## src/rtl/node_table_reader.sv

```systemverilog
// node_table_reader: walks a contiguous range of the node bank and streams each word out over valid/ready.
// Define NODE_SKIP_EMPTY_EN to drop zero words (empty slots) instead of emitting them.
module node_table_reader #(
  parameter int WORD_WIDTH = 16,
  parameter int MEM_DEPTH  = 64,
  parameter int ADDR_WIDTH = 6
) (
  input  logic                  clk,
  input  logic                  nrst,
  input  logic                  start,
  input  logic [ADDR_WIDTH-1:0] base,
  input  logic [ADDR_WIDTH:0]   count,
  output logic [ADDR_WIDTH-1:0] mem_index,
  input  logic [WORD_WIDTH-1:0] mem_data,
  output logic [WORD_WIDTH-1:0] out_data,
  output logic [ADDR_WIDTH-1:0] out_index,
  output logic                  out_valid,
  input  logic                  out_ready,
  output logic                  busy,
  output logic                  done
);
  typedef enum logic [1:0] {IDLE, FETCH, EMIT, FINISH} state_t;
  localparam logic [ADDR_WIDTH:0]   CAP  = (ADDR_WIDTH+1)'(MEM_DEPTH);
  localparam logic [ADDR_WIDTH-1:0] LAST = ADDR_WIDTH'(MEM_DEPTH - 1);
  localparam logic [ADDR_WIDTH:0]   ONE  = (ADDR_WIDTH+1)'(1);
  state_t state, state_nx;
  logic [ADDR_WIDTH:0]   remaining, remaining_nx, count_c;
  logic [ADDR_WIDTH-1:0] index_nx, out_index_nx, index_inc;
  logic [WORD_WIDTH-1:0] out_data_nx;
  logic                  last;
  assign count_c   = (count > CAP) ? CAP : count;
  assign index_inc = (mem_index == LAST) ? '0 : mem_index + 1'b1;
  assign last      = remaining == ONE;
  assign out_valid = state == EMIT;
  assign busy      = state != IDLE;
  assign done      = state == FINISH;
  always_ff @(posedge clk or negedge nrst)
    if (!nrst) begin
      state     <= IDLE;
      remaining <= '0;
      mem_index <= '0;
      out_data  <= '0;
      out_index <= '0;
    end else begin
      state     <= state_nx;
      remaining <= remaining_nx;
      mem_index <= index_nx;
      out_data  <= out_data_nx;
      out_index <= out_index_nx;
    end
  always_comb begin
    state_nx     = state;
    remaining_nx = remaining;
    index_nx     = mem_index;
    out_data_nx  = out_data;
    out_index_nx = out_index;
    case (state)
      IDLE:
        if (start) begin
          index_nx     = base;
          remaining_nx = count_c;
          state_nx     = (count == '0) ? FINISH : FETCH;
        end
      FETCH:
`ifdef NODE_SKIP_EMPTY_EN
        if (mem_data == '0) begin
          remaining_nx = remaining - 1'b1;
          state_nx     = last ? FINISH : FETCH;
          index_nx     = last ? mem_index : index_inc;
        end else
`endif
        begin
          out_data_nx  = mem_data;
          out_index_nx = mem_index;
          state_nx     = EMIT;
        end
      EMIT:
        if (out_ready) begin
          remaining_nx = remaining - 1'b1;
          state_nx     = last ? FINISH : FETCH;
          index_nx     = last ? mem_index : index_inc;
        end
      default: state_nx = IDLE;
    endcase
  end
endmodule

```

## config.mk

```make
export PLATFORM = sky130hd
export DESIGN_NAME = node_table_reader
export DESIGN_NICKNAME = d
export VERILOG_FILES = /design/src/rtl/node_table_reader.sv
export SDC_FILE = /design/constraint.sdc
export NUM_CORES = 1
export LEC_CHECK = 0
export ABC_CLOCK_PERIOD_IN_PS = 2100
export BUFFER_PORTS_ARGS = -buffer_cell sky130_fd_sc_hd__buf_4
export CORE_MARGIN = 2
export CORE_UTILIZATION = 35
export CTS_CLUSTER_SIZE = 10
export DETAILED_ROUTE_END_ITERATION = 8
export GPL_TIMING_DRIVEN = 0
export PLACE_DENSITY = 0.6
export REMOVE_ABC_BUFFERS = 1
export SETUP_SLACK_MARGIN = 0.5
export SYNTH_ARGS = -nofsm -noshare
export SYNTH_HDL_FRONTEND = slang
export SYNTH_SLANG_ARGS = --single-unit
export TNS_END_PERCENT = 10
```

## constraint.sdc

```tcl
create_clock -name clk -period 2.1 [get_ports clk]
set_clock_uncertainty 0.15 [all_clocks]
set_input_delay 0.42 -clock clk [delete_from_list [all_inputs] [get_ports clk]]
set_output_delay 0.42 -clock clk [all_outputs]
set_load 0.05 [all_outputs]
```

==> impl_results.rst <==
.. list-table::
   :header-rows: 1

   * - Metric
     - Value
   * - Net count reported at finish
     - 266
   * - Top Layer Used
     - met4
   * - Critical path data arrival time
     - 1.90 ns
   * - Setup repair after global routing missed its margin
     - yes
   * - Final ANT Viol Nets
     - 0
   * - Final core area utilization
     - 51.02%
   * - Total negative setup slack
     - 0 ns
   * - Worst-case setup slack after placement
     - -0.2357 ns
   * - Count of H-tree levels built during CTS
     - 2
   * - Routed met3 length
     - 251 microns
   * - Share of flip-flops with an asynchronous set or reset after synthesis
     - 100.0%
   * - Synth Register Bits
     - 37
   * - Total die area
     - between 5000 and 6000 sq um
   * - Gr ovfl total
     - 0
   * - Synth warnings
     - 0
   * - Final std cells w/o fill
     - 300
   * - Mean cell area of the mapped netlist
     - 11.50 sq um
   * - Clock input transition at the sequential cells of the worst setup and hold paths
     - ~0.08 ns
   * - Crit path cell chain
     - inv_2, ha_4, or3b_4, nand2b_4, o21ai_4, mux2_4
   * - Result of the run
     - finished, final reports clean
   * - Number of failing setup endpoints in the final timing report
     - 0
   * - Total Routed Length
     - 4479 microns
   * - Setup crit start kind
     - flop
   * - Endpoint class of the critical path
     - flop
   * - Core outline area
     - 5042 sq um
   * - Routed len/inst
     - 14.93 microns
   * - Number of enable flip-flop cells after synthesis
     - 0
   * - Slew at the pin closest to its max-slew limit
     - 0.4743 ns
   * - Global-route total usage across every layer
     - 16.69%
   * - Final-report max-slew violation count
     - 0
   * - Logic depth of the worst register-to-register path
     - 6
   * - Proportion of layout cells with a drive suffix above 1
     - 52.17%
   * - Maximum buffer depth of the clock tree
     - 2
   * - Clock tree from TritonCTS
     - yes
   * - Worst slew margin relative to its limit
     - between 60% and 70%
   * - Critical Path End
     - mem_index[0]
   * - Pin count of the biggest net entering global routing
     - 38
   * - Wire length of the first global-routing pass
     - 7672 microns
   * - Initial antenna violation count
     - 0
   * - Die extent in y
     - roughly 76 microns
   * - Setup ws final
     - 0.2269 ns
   * - Clk root buf
     - sky130_fd_sc_hd__clkbuf_8
   * - Cell Area, Synth
     - 1817 sq um
   * - Placed instance area
     - about 2300 sq um
   * - Via density per instance
     - 5.060
   * - Biggest fanout along the worst timing path
     - 2
   * - Final Cycle Share
     - 89.19%
   * - Sequential area share after synthesis
     - around half
   * - Number of maximum-capacitance constraint violations
     - 0
   * - Dominant synthesized flop cell
     - sky130_fd_sc_hd__dfrtp_1
   * - Cell area power density
     - between 1500 and 2000 nW/um^2
   * - Vias in the first global route
     - around 1500
   * - Port Buffers
     - 63
   * - Cell count along the critical path
     - 6
   * - DR pass1 iterations
     - 4
   * - GP Congestion
     - 0.7523
   * - Leakage
     - approximately 1.2 nW
   * - Syn-to-layout area delta
     - 41.60%
   * - Slowest cell on the critical path
     - sky130_fd_sc_hd__dfrtp_1
   * - Slowest cell delay on critical path
     - 0.39 ns
   * - Critical path launch point
     - remaining[1]
   * - Number of library cell types mapped by synthesis
     - 47
   * - Number of instances in the synthesized netlist
     - between 150 and 200
   * - Final hold vios
     - 0
   * - Horizontal extent of the die
     - 76.05 microns
   * - Cell family with most CP delay
     - simple AND/OR/NAND/NOR gates
   * - Final min period
     - between 1.5 and 2 ns
   * - Setup Crit Path Kind
     - flop to flop
   * - Final standard cell area without fillers
     - 2572 sq um
   * - Final hold slack
     - 0.2071 ns
   * - Setup slack, reg-to-reg
     - 0.23 ns
   * - Clock network latency to the later pin of the worst-skew pair
     - 0.29 ns
   * - Initial core utilization
     - a little over a third
   * - Number of buffers added by the clock tree synthesis step
     - 5
   * - Hold crit path type
     - input port to flop
   * - Standard-cell rows
     - 26
   * - Number of buffer and inverter instances along the worst setup path
     - 1
   * - IO Count
     - 64
   * - M1 WL
     - around 2000 microns
   * - Maximum ir drop on the vdd rail
     - about 930 uV
   * - Detailed-route DRC error count
     - 0
   * - Required time worst endpoint
     - 2.13 ns
   * - Reg-to-reg startpoint
     - remaining[1]
   * - Max Clock Freq
     - 0.5339 GHz
   * - Total number of vias
     - 1518
   * - Iter 0 DRT Violations
     - 66
   * - Antenna diode instance count
     - 0
   * - Placed wire-length estimate after detailed placement
     - just under 3000 microns
   * - R2r endpoint
     - mem_index[0]
   * - # clock sinks
     - 37
   * - Overall power after layout
     - 4.984 mW
   * - Sum of met2 wire segment lengths after detailed routing
     - 2151 microns
   * - Post-Place Cells
     - 284
[worst min-delay path by stage]
stage / cells past startpoint / from / endpoint
after CTS: 2 / mem_data[7] / out_data[7]
after floorplan: 0 / nrst / mem_index[0]
after detailed placement: 1 / nrst / out_index[2]
after global routing: 2 / mem_data[0] / out_data[0]
final: 2 / mem_data[0] / out_data[0]
after global placement: 1 / nrst / remaining[0]
[cell usage in the layout (no fill, tap or decap), types with 3 or more instances in the layout]
| cell type | count |
|---|---|
| sky130_fd_sc_hd__buf_4 | 69 |
| sky130_fd_sc_hd__dfrtp_1 | 34 |
| sky130_fd_sc_hd__mux2_2 | 22 |
| sky130_fd_sc_hd__nor2_1 | 8 |
| sky130_fd_sc_hd__o21ai_1 | 8 |
| sky130_fd_sc_hd__nand2_1 | 7 |
| sky130_fd_sc_hd__a21oi_1 | 5 |
| sky130_fd_sc_hd__clkbuf_8 | 5 |
| sky130_fd_sc_hd__inv_1 | 4 |
| sky130_fd_sc_hd__a31oi_1 | 4 |
| sky130_fd_sc_hd__o21ai_0 | 4 |
| sky130_fd_sc_hd__nor3_1 | 3 |
| sky130_fd_sc_hd__o22a_1 | 3 |
| sky130_fd_sc_hd__dfrtp_2 | 3 |
[repair_timing]
item | 4_1_cts | 5_1_grt
setup buffers | 7 | 0
endpoints found under the hold margin | 37 | 0
pin swaps | 1 | 2
resized for setup | 8 | 9
endpoints found under the setup margin | 36 | 31
hold buffers | 1 | 0
cloned | 1 | 0
[cells in the mapped netlist, types with 2 or more instances]
library cell	count	area share, %
sky130_fd_sc_hd__mux2_2	22	14
sky130_fd_sc_hd__a31oi_1	4	1.4
sky130_fd_sc_hd__nor3_2	2	1.1
sky130_fd_sc_hd__nor2_1	8	1.7
sky130_fd_sc_hd__ha_1	3	2.1
sky130_fd_sc_hd__buf_2	6	1.7
sky130_fd_sc_hd__or3_1	2	0.69
sky130_fd_sc_hd__dfrtp_1	37	51
sky130_fd_sc_hd__a22oi_1	2	0.83
sky130_fd_sc_hd__o21ai_0	5	1.4
sky130_fd_sc_hd__inv_1	5	1.0
sky130_fd_sc_hd__a21oi_1	6	1.7
sky130_fd_sc_hd__o22a_1	3	1.4
sky130_fd_sc_hd__nand3_1	2	0.55
sky130_fd_sc_hd__nand2_1	7	1.4
sky130_fd_sc_hd__a32oi_1	2	0.96
sky130_fd_sc_hd__mux2i_1	2	1.1
sky130_fd_sc_hd__o22ai_1	2	0.69
sky130_fd_sc_hd__o2111ai_1	2	0.96
sky130_fd_sc_hd__o21ai_1	7	1.9
sky130_fd_sc_hd__nor3_1	3	0.83
[sequential cells by signal, indices dropped and copies added (netlist names)]
name,cells
out_index,6
out_data,16
remaining,7
mem_index,6
state,2
[layer usage]
| layer | global-route usage [%] | vias up |
|---|---|---|
| met1 | 22.77 | 739 |
| met3 | 4.384 | 6 |
| met2 | 26.34 | 47 |
| met4 | 4.909 | 0 |
| met5 | 0 | - |
| li1 | - | 726 |
[kinds of logic after synthesis]
group / share of synthesized area [%]
AO/OA/AOI/OAI: 15.29
AND/OR/NAND/NOR: 11.71
multiplexers: 15.56
buffers and inverters: 4.408
flip-flops: 50.96
adder cells (fa/ha/maj): 2.066
[where the power goes]
part           leakage, nW  switching [mW]  internal [mW]
clock network       0.0540           0.258          0.345
registers            0.440           0.309           1.07
logic                0.671            1.89           1.11
[final cells by class]
cell class,count,area [sq um]
flip-flops and latches,37,929.6
clock buffers,5,68.82
well taps,70,87.58
repair buffers,72,554.3
multi-input cells,107,860.8
clock inverters,2,35.03
fillers,478,2470
inverters,7,36.28
Note: power is estimated with default switching activity, not from simulation.
